`src/rtl/bomba_pkg.sv`:
```
// Shared types and pot-size helpers for the multi-channel pump controller.
package bomba_pkg;

  typedef enum logic [1:0] {
    StIdle,
    StRegando,
    StPausa
  } estado_e;

  localparam logic [3:0] MacetaPequena = 4'd1;
  localparam logic [3:0] MacetaMediana = 4'd2;
  localparam logic [3:0] MacetaGrande  = 4'd3;

  // Watering multiplier for a pot-size code; 0 marks an invalid code.
  function automatic logic [1:0] tiempo_riego(input logic [3:0] code);
    case (code)
      MacetaPequena: return 2'd1;
      MacetaMediana: return 2'd2;
      MacetaGrande:  return 2'd3;
      default:       return 2'd0;
    endcase
  endfunction

endpackage

```
`src/rtl/arbitro_rr.sv`:
```
// Round-robin arbiter: picks the first request after the last granted index, wrapping.
module arbitro_rr #(
  parameter int unsigned N  = 4,
  parameter int unsigned IW = 3
) (
  input  logic [N-1:0]  req_i,
  input  logic [IW-1:0] last_i,
  output logic [N-1:0]  gnt_o,
  output logic [IW-1:0] idx_o,
  output logic          valid_o
);

  logic [N-1:0] req_hi;
  logic [N-1:0] sel;
  logic         found;

  always_comb begin
    req_hi = '0;
    for (int unsigned i = 0; i < N; i++) begin
      req_hi[i] = req_i[i] && (i > 32'(last_i));
    end
    // Requests above the pointer win; otherwise wrap to the lowest index.
    sel   = (req_hi != '0) ? req_hi : req_i;
    gnt_o = '0;
    idx_o = '0;
    found = 1'b0;
    for (int unsigned i = 0; i < N; i++) begin
      if (!found && sel[i]) begin
        gnt_o[i] = 1'b1;
        idx_o    = IW'(i);
        found    = 1'b1;
      end
    end
    valid_o = found;
  end

endmodule

```
`src/rtl/bomba_multicanal.sv`:
```
// Multi-channel irrigation pump controller: latches per-pot requests, waters one pot at a
// time in round-robin order, enforces a pump-off gap and a per-pot cooldown.
module bomba_multicanal
  import bomba_pkg::*;
#(
  parameter int unsigned     N_CANALES      = 4,
  parameter longint unsigned UNIT_TICKS     = 64'd1_500_000_000,
  parameter longint unsigned DEAD_TICKS     = 64'd50_000_000,
  parameter longint unsigned COOLDOWN_TICKS = 64'd3_000_000_000,
  parameter int unsigned     CNT_W          = 64
) (
  input  logic                         clk,
  input  logic                         rst,
  input  logic                         MODbomba,
  input  logic [N_CANALES-1:0]         regar,
  input  logic [4*N_CANALES-1:0]       maceta,
  output logic [N_CANALES-1:0]         activarB,
  output logic                         ocupado,
  output logic [$clog2(N_CANALES):0]   canal_activo,
  output logic [N_CANALES-1:0]         fin_riego,
  output logic [N_CANALES-1:0]         error_maceta
);

  localparam int unsigned     IW     = $clog2(N_CANALES) + 1;
  localparam longint unsigned MaxCnt = {64{1'b1}} >> (64 - CNT_W);
  localparam bit ParamsOk = (N_CANALES >= 1) && (CNT_W >= 1) && (CNT_W <= 64) &&
                            (UNIT_TICKS >= 1) && (UNIT_TICKS <= MaxCnt / 3) &&
                            (DEAD_TICKS <= MaxCnt) && (COOLDOWN_TICKS <= MaxCnt);

  if (!ParamsOk) begin : g_param_check
    $error("bomba_multicanal: tick constants do not fit in CNT_W");
  end

  localparam logic [CNT_W-1:0] UnitCnt = CNT_W'(UNIT_TICKS);
  localparam logic [CNT_W-1:0] DeadCnt = CNT_W'(DEAD_TICKS);
  localparam logic [CNT_W-1:0] CoolCnt = CNT_W'(COOLDOWN_TICKS);

  estado_e              estado_q;
  logic [CNT_W-1:0]     cnt_q, dur_q;
  logic [N_CANALES-1:0] gnt_oh_q, act_q, fin_q, err_q;
  logic [IW-1:0]        last_q, canal_q;
  logic                 ocupado_q;

  logic [N_CANALES-1:0] pend, arb_gnt;
  logic [IW-1:0]        arb_idx;
  logic                 arb_valid;
  logic [3:0]           code_sel;
  logic [1:0]           mult_sel;
  logic                 fin_now, err_now;

  arbitro_rr #(
    .N  (N_CANALES),
    .IW (IW)
  ) u_arbitro (
    .req_i   (pend),
    .last_i  (last_q),
    .gnt_o   (arb_gnt),
    .idx_o   (arb_idx),
    .valid_o (arb_valid)
  );

  always_comb begin
    code_sel = '0;
    for (int unsigned i = 0; i < N_CANALES; i++) begin
      if (arb_gnt[i]) code_sel = maceta[4*i +: 4];
    end
  end

  assign mult_sel = tiempo_riego(code_sel);
  assign fin_now  = MODbomba && (estado_q == StRegando) && (cnt_q == dur_q);
  assign err_now  = MODbomba && (estado_q == StIdle) && arb_valid && (mult_sel == 2'd0);

  for (genvar i = 0; i < N_CANALES; i++) begin : g_canal
    logic             pend_q;
    logic [CNT_W-1:0] cool_q;
    logic             servido;

    assign servido = (estado_q == StRegando) && gnt_oh_q[i];
    assign pend[i] = pend_q;

    always_ff @(posedge clk or posedge rst) begin
      if (rst) begin
        pend_q <= 1'b0;
        cool_q <= '0;
      end else begin
        if (fin_now && gnt_oh_q[i]) cool_q <= CoolCnt;
        else if (cool_q != '0)      cool_q <= cool_q - 1'b1;
        // Requests while served or cooling are dropped, not queued.
        if (!MODbomba || (fin_now && gnt_oh_q[i]) || (err_now && arb_gnt[i])) begin
          pend_q <= 1'b0;
        end else if (regar[i] && (cool_q == '0) && !servido) begin
          pend_q <= 1'b1;
        end
      end
    end
  end

  always_ff @(posedge clk or posedge rst) begin
    if (rst) begin
      estado_q  <= StIdle;
      cnt_q     <= '0;
      dur_q     <= '0;
      gnt_oh_q  <= '0;
      last_q    <= IW'(N_CANALES - 1);
      act_q     <= '0;
      ocupado_q <= 1'b0;
      canal_q   <= '0;
      fin_q     <= '0;
      err_q     <= '0;
    end else begin
      fin_q <= '0;
      err_q <= '0;
      if (!MODbomba) begin
        estado_q  <= StIdle;
        act_q     <= '0;
        ocupado_q <= 1'b0;
        canal_q   <= '0;
      end else begin
        case (estado_q)
          StIdle: begin
            if (arb_valid) begin
              last_q <= arb_idx;
              if (err_now) begin
                err_q <= arb_gnt;
              end else begin
                estado_q  <= StRegando;
                cnt_q     <= CNT_W'(1);
                dur_q     <= CNT_W'(mult_sel) * UnitCnt;
                gnt_oh_q  <= arb_gnt;
                act_q     <= arb_gnt;
                ocupado_q <= 1'b1;
                canal_q   <= arb_idx;
              end
            end
          end
          StRegando: begin
            if (fin_now) begin
              act_q   <= '0;
              fin_q   <= gnt_oh_q;
              canal_q <= '0;
              cnt_q   <= CNT_W'(1);
              if (DEAD_TICKS == 0) begin
                estado_q  <= StIdle;
                ocupado_q <= 1'b0;
              end else begin
                estado_q <= StPausa;
              end
            end else begin
              cnt_q <= cnt_q + 1'b1;
            end
          end
          StPausa: begin
            if (cnt_q >= DeadCnt) begin
              estado_q  <= StIdle;
              ocupado_q <= 1'b0;
            end else begin
              cnt_q <= cnt_q + 1'b1;
            end
          end
          default: estado_q <= StIdle;
        endcase
      end
    end
  end

  assign activarB     = act_q;
  assign ocupado      = ocupado_q;
  assign canal_activo = canal_q;
  assign fin_riego    = fin_q;
  assign error_maceta = err_q;

endmodule

```
`config.mk`:
```
export PLATFORM = sky130hd
export DESIGN_NAME = bomba_multicanal
export DESIGN_NICKNAME = d
export VERILOG_FILES = /design/src/rtl/bomba_pkg.sv /design/src/rtl/arbitro_rr.sv /design/src/rtl/bomba_multicanal.sv
export SDC_FILE = /design/constraint.sdc
export NUM_CORES = 1
export LEC_CHECK = 0
export CORE_AREA = 2 2 273 140
export CTS_CLUSTER_DIAMETER = 40
export CTS_CLUSTER_SIZE = 30
export DETAILED_ROUTE_END_ITERATION = 8
export DIE_AREA = 0 0 275 142
export PLACE_DENSITY = 0.81
export SLEW_MARGIN = 20
export SYNTH_ARGS = -nofsm -noshare
export SYNTH_HDL_FRONTEND = slang
export SYNTH_SLANG_ARGS = --single-unit
```
`constraint.sdc`:
```
create_clock -name clk -period 14.2 [get_ports clk]
set_input_delay 2.84 -clock clk [delete_from_list [all_inputs] [get_ports clk]]
set_output_delay 2.84 -clock clk [all_outputs]
set_load 0.03 [all_outputs]
```
Word-level counts from Yosys, hierarchy flattened

Index checks and enable logic that the tools add are counted.

Register bits after elaboration: 374
Input port bits: 23
Output and inout port bits: 16

$add $sub $neg: 5
Multiply operators: 1
Order comparisons: 4
Equal/unequal tests: 15
Multiplexer cells: 65
Bitwise operators: 1
Reductions and logical operators: 73

Operators with widths:

| kind                    | count |
|---|---|
| $mux W64                | 12 |
| $logic_not A64 Y1       | 4 |
| $reduce_bool A64 Y1     | 4 |
| $sub A64 B1 Y64 const B | 4 |
| $pmux W64 S3            | 1 |
| $add A64 B1 Y64 const B | 1 |
| $eq A64 B33 Y1          | 1 |
| $ge A64 B26 Y1 const B  | 1 |
| $mux W4                 | 16 |
| $logic_and A1 B1 Y1     | 31 |
| $mul A2 B23 Y25 const B | 1 |
| $mux W1                 | 20 |
| $reduce_and A4 Y1       | 4 |
| $reduce_bool A2 Y1      | 8 |
| $mux W2                 | 7 |
| $mux W3                 | 4 |
| $ne A3 B3 Y1 const B    | 4 |
| $pmux W2 S3             | 2 |
| $eq A4 B2 Y1 const B    | 2 |
| $logic_not A1 Y1        | 8 |
| $logic_or A1 B1 Y1      | 8 |
| $pmux W4 S2             | 1 |
| $gt A2 B3 Y1 const A    | 2 |
| $ne A2 B2 Y1 const B    | 3 |
| other kinds (12)        | 15 |

Logic depth before layout (Yosys ltp)

Depth in word-level cells: 23
Mapped depth: 15
Gate-level depth less buffers: 12

By module

A second synthesis with hierarchy kept.

Cells, all modules: 2170
Area total of the unflattened synthesis: 20016.7 µm²

Modules (own cells, without submodules):

| module           | instances | cells an instance | area each (µm²) |
|---|---|---|---|
| bomba_multicanal | 1         | 2145              | 19842.8 |
| arbitro_rr       | 1         | 25                | 173.9 |

Worst setup path after synthesis

No wires, ideal clock.

Path type: input to register
Start: input port maceta[2]
End: register cnt_q[8]
Setup time: 78 ps
Arrival: 5255 ps
Slack: 8867 ps
Stages on the path: 12
Path buffers: 2
Path through: o211a_1 > o31ai_1 > o211ai_1 > ha_1 > nand2_1 > nand2_1 > a2111oi_0 > a21oi_1 > clkbuf_1 > clkbuf_1 > or3_1 > a21oi_1

Longest elaborated chain between the ends: 10

RTL lines:

| element                                             | line                    | RTL |
|---|---|---|
| from (decl)                                         | bomba_multicanal.sv:16  | `input logic [4*N_CANALES-1:0] maceta,` |
| $mux W4 * (4 in a row)                              | bomba_multicanal.sv:65  | `if (arb_gnt[i]) code_sel = maceta[4*i +: 4];` |
| $eq A4 B2 Y1 / $eq A4 B1 Y1 (equally long branches) | bomba_pkg.sv:16         | `case (code)` |
| $pmux W2 S3 *                                       | bomba_pkg.sv:16         |  |
| $logic_not A2 Y1 *                                  | bomba_multicanal.sv:71  | `assign err_now = MODbomba && (estado_q == StIdle) && arb_valid && (mult_sel == 2'd0);` |
| $logic_and A1 B1 Y1 *                               | bomba_multicanal.sv:71  |  |
| $ne A2 B2 Y1 (no source line) *                     | n/a                     |  |
| $reduce_and A5 Y1 (no source line) *                | n/a                     |  |
| to (signal assigned)                                | bomba_multicanal.sv:149 | `cnt_q <= cnt_q + 1'b1;` |
| to (signal assigned)                                | bomba_multicanal.sv:157 | `cnt_q <= cnt_q + 1'b1;` |
| to (decl)                                           | bomba_multicanal.sv:39  | `logic [CNT_W-1:0] cnt_q, dur_q;` |

Every way passes the cells marked *; elsewhere a longest branch is shown, timed or not.
A chain may end at the register's enable or synchronous reset.

Worst setup path after layout

Start: input port maceta[6]
End: register cnt_q[48]

Longest elaborated chain between the ends: 9

RTL lines:

| element                                             | line |
|---|---|
| $mux W4 * (3 in a row)                              | bomba_multicanal.sv:65 |
| $eq A4 B2 Y1 / $eq A4 B1 Y1 (equally long branches) | bomba_pkg.sv:16 |
| $pmux W2 S3 *                                       | bomba_pkg.sv:16 |
| $logic_not A2 Y1 *                                  | bomba_multicanal.sv:71 |
| $logic_and A1 B1 Y1 *                               | bomba_multicanal.sv:71 |
| $ne A2 B2 Y1 (no source line) *                     | n/a |
| $reduce_and A5 Y1 (no source line) *                | n/a |

Marked as above.

==> qor.txt <==
GRT Resource Usage Total = 28.1%
count of final max-slew check failures = 0
post-CTS resize count = 0
Die W = 275 um
minimum hold slack = 0.505 ns
PortBufs = 37
layout cell share with drive strength beyond 1 = 6.58%
pin count of the biggest net entering global routing = 141
Cell Area, Placed = 20700 um^2
Syn-to-layout area delta = 8.49%
RSZ-0062 raised after global routing = no
Max-Slew Margin vs Limit = 25.9%
drt pass-1 iters = 5
Syn Area/Cell = 9.05 um^2
setup TNS = 0 ns
clock tree root buffer cell = clkbuf_16
WL/cell = 20.5 um
CP endpoint kind = register
Post-CTS Setup Bufs = 0
hold_buf cts = 0
dpl ws = 7.06 ns
Top FF cell, synth = dfrtp_1
Starting DRT DRC Count = 2319
Sink Count = 354
Slew @ Worst Pin = 1.11 ns
post-synthesis cell count = 2213
DP Wirelength = 37.8 mm
Routed WL = 55.4 mm
area of all placed cells without fillers = 21700 um^2
# DRC = 0
total count of hold-check failures in the final report = 0
max frequency = 159 MHz
Reg2Reg Setup Slack = 9.09 ns
Setup WS post-layout = 7.89 ns
switching part of the total power = 27.2%
Final ANT Viol Nets = 0
met2 WL post-DR = 23.1 mm
Max H-tree Level = 1
Leakage = 0.00681 uW
min-delay worst type = register to register
core area = 36800 um^2
maximum clock insertion buffer count = 3
number of global-route vias before repair = 17300
status = finished clean
Net count, final = 2217
total number of vias = 18600
Max Clock Skew = 0.0176 ns
synthesized area = 20000 um^2
Comb power frac = 8.0%
#FFs+latches synth = 354
Placer Congestion = 1.01
Clock Power Share = 42.5%
hold path endpoint = dur_q[11]
fillers = 3131
power density over cell area = 95.7 nW/um^2
maxcap violations = 0
TritonCTS buffer count = 31
Initial Util = 54.4%
Met3 Wirelength = 5.87 mm
R2R cell count = 14
hold path start = dur_q[11]
crit path DAT = 6.82 ns
initial antenna violation count = 1
row cnt = 50
num ports = 39
Met1 Wirelength = 25.0 mm
first-pass GRT wire length = 90.0 mm
final cycle utilization of the critical path = 44.4%
Crit Path Max Fanout = 123
RR Endpoint = cnt_q[48]
CTS tree = built
worst hold path depth = 1
Worst EP required = 14.72 ns
FF-to-FF Start = last_q[1]
Post-Syn Nets = 2250
Final min period = 6.31 ns
antenna cells = 0
CP startpoint kind = primary input
routed vias/inst = 6.89
Synth top area share = 44.0%
sequential share of the synthesized area = 44.3%
CP Class = primary input to register
top post-synthesis cells by area = dfrtp_1 44%, or4_1 5.4%, a21oi_1 5.3%
Cell variety after synth = 84
clock latency on the worst-skew pair = 0.60 ns
Chip Height = 142 um
uppermost layer routed = met5
final global-route overflow total = 0
Post-synth EDFFs = 0
Reg power frac = 49.5%
Synth async-reset ratio = 100%
endpoints failing setup = 0
Reg clk slew, reported paths = 0.07 ns
DIE AREA = 39100 um^2
Internal = 1510 uW
Peak VDD IR = 91.0 uV
area leader, netlist = dfrtp_1
P_sw = 565 uW
Yosys warnings = 0
## layer usage
| layer | track usage, % | vias to the layer above |
|---|---|---|
| li1 | - | 8449 |
| met1 | 43.2 | 9093 |
| met2 | 39.1 | 936 |
| met3 | 6.73 | 114 |
| met4 | 7.80 | 2 |
| met5 | 1.75 | - |
## worst max-delay path by stage
stage / from / end / slack (ns) / cells after the start
after detailed placement: maceta[2] / cnt_q[51] / 7.06 / 12
after floorplan: rst / activarB[0] / 1.54 / 1
after CTS: maceta[2] / cnt_q[51] / 7.69 / 12
after global placement: maceta[2] / cnt_q[52] / 7.23 / 12
final: maceta[6] / cnt_q[48] / 7.89 / 14
after global routing: maceta[6] / cnt_q[44] / 7.52 / 14
## sequential cells by signal (all words and copies together) (netlist names)
| name | flops |
|---|---|
| g_canal.cool_q | 256 |
| cnt_q | 64 |
| dur_q | 7 |
| activarB | 4 |
| error_maceta | 4 |
| fin_riego | 4 |
| g_canal.pend_q | 4 |
| gnt_oh_q | 4 |
| canal_activo | 2 |
| estado_q | 2 |
| last_q | 2 |
| ocupado | 1 |
## Yosys cell counts, types with 7 or more instances
cell type,instances
nor3_1,71
and4_1,21
or4b_2,11
nand3_1,96
xor2_1,36
or2_2,20
or3_1,135
a21o_1,9
clkbuf_1,96
nand2b_1,24
inv_1,47
o21a_1,7
buf_2,10
a21oi_1,212
o31ai_1,104
nor2b_1,9
dfrtp_1,352
nor2_1,148
o41ai_1,20
and2_1,11
o31a_1,7
nand2_1,123
o21ai_0,116
nand4b_1,13
o211ai_1,24
a211oi_1,11
and3_1,17
nand4_1,57
buf_1,9
or4_1,145
a31oi_1,14
nor4_1,66
ha_1,14
xnor2_1,32
## placed cells by master, fill, tap and decap left out, types with 13 or more instances in the layout
| cell | netlist | routed |
|---|---|---|
| or2_2 | 20 | 20 |
| nand4b_1 | 13 | 13 |
| nor3_1 | 71 | 71 |
| xor2_1 | 36 | 36 |
| xnor2_1 | 32 | 32 |
| o41ai_1 | 20 | 20 |
| a21oi_1 | 212 | 211 |
| nand2_1 | 123 | 123 |
| nand4_1 | 57 | 57 |
| o21ai_0 | 116 | 116 |
| and3_1 | 17 | 17 |
| o211ai_1 | 24 | 24 |
| nand2b_1 | 24 | 24 |
| and4_1 | 21 | 20 |
| inv_1 | 47 | 46 |
| buf_4 | 4 | 20 |
| dfrtp_1 | 352 | 352 |
| or3_1 | 135 | 135 |
| nor4_1 | 66 | 64 |
| a31oi_1 | 14 | 14 |
| ha_1 | 14 | 14 |
| nand3_1 | 96 | 96 |
| o31ai_1 | 104 | 104 |
| clkdlybuf4s50_1 | 0 | 37 |
| nor2_1 | 148 | 146 |
| clkbuf_16 | 0 | 31 |
| or4_1 | 145 | 145 |
## area by class of cell
cell class / instances / area (um^2) / share of cell area, %
multi-input combinational: 1686 / 10500 / 48.2
sequential: 354 / 8860 / 40.8
clock buffer: 36 / 835 / 3.84
tap: 494 / 618 / 2.85
timing repair buffer: 58 / 541 / 2.49
clock inverter: 20 / 195 / 0.899
inverter: 49 / 191 / 0.881
## power by group through the flow
stage          clock [uW]  combinational (uW)  sequential [uW]
6_report              883                 167             1030
5_1_grt               936                 183             1030
4_1_cts               892                 160             1030
3_5_place_dp            0                 158             1050
3_3_place_gp            0                 152             1050
2_1_floorplan           0                 108             1050
## logic make-up after synthesis
kind of cell               count (synthesis)  synth area share (%)
other                                      1                0.0187
DFF                                      354                  44.3
and+or+nand+nor                         1009                  29.5
adders and majority gates                 14                 0.875
AOI/OAI and AO/OA                        587                  18.4
buffers and inverters                    173                  3.57
muxes                                      7                 0.375
xor gates and xnor gates                  68                  2.98
## per-stage QoR
stage / std cells / util, % / total power, uW
2_1_floorplan: 2213 / - / 1150
3_3_place_gp: 2640 / 56.2 / 1200
3_5_place_dp: 2640 / 56.2 / 1210
4_1_cts: 2696 / 59.0 / 2080
5_1_grt: 2697 / 59.0 / 2150
6_report: 2697 / 59.0 / 2080
## critical path, stage by stage
cell	delay [ns]
clkdlybuf4s50_1	0.47
nor2_1	0.05
a211oi_1	0.17
o31ai_1	0.14
o211ai_1	0.20
ha_1	0.31
inv_1	0.06
a31oi_1	0.64
nor2_1	0.23
a21oi_4	0.17
buf_4	0.81
nor2_4	0.24
buf_12	0.26
a21oi_1	0.14
No activity file was read; power rests on OpenSTA's default activity.
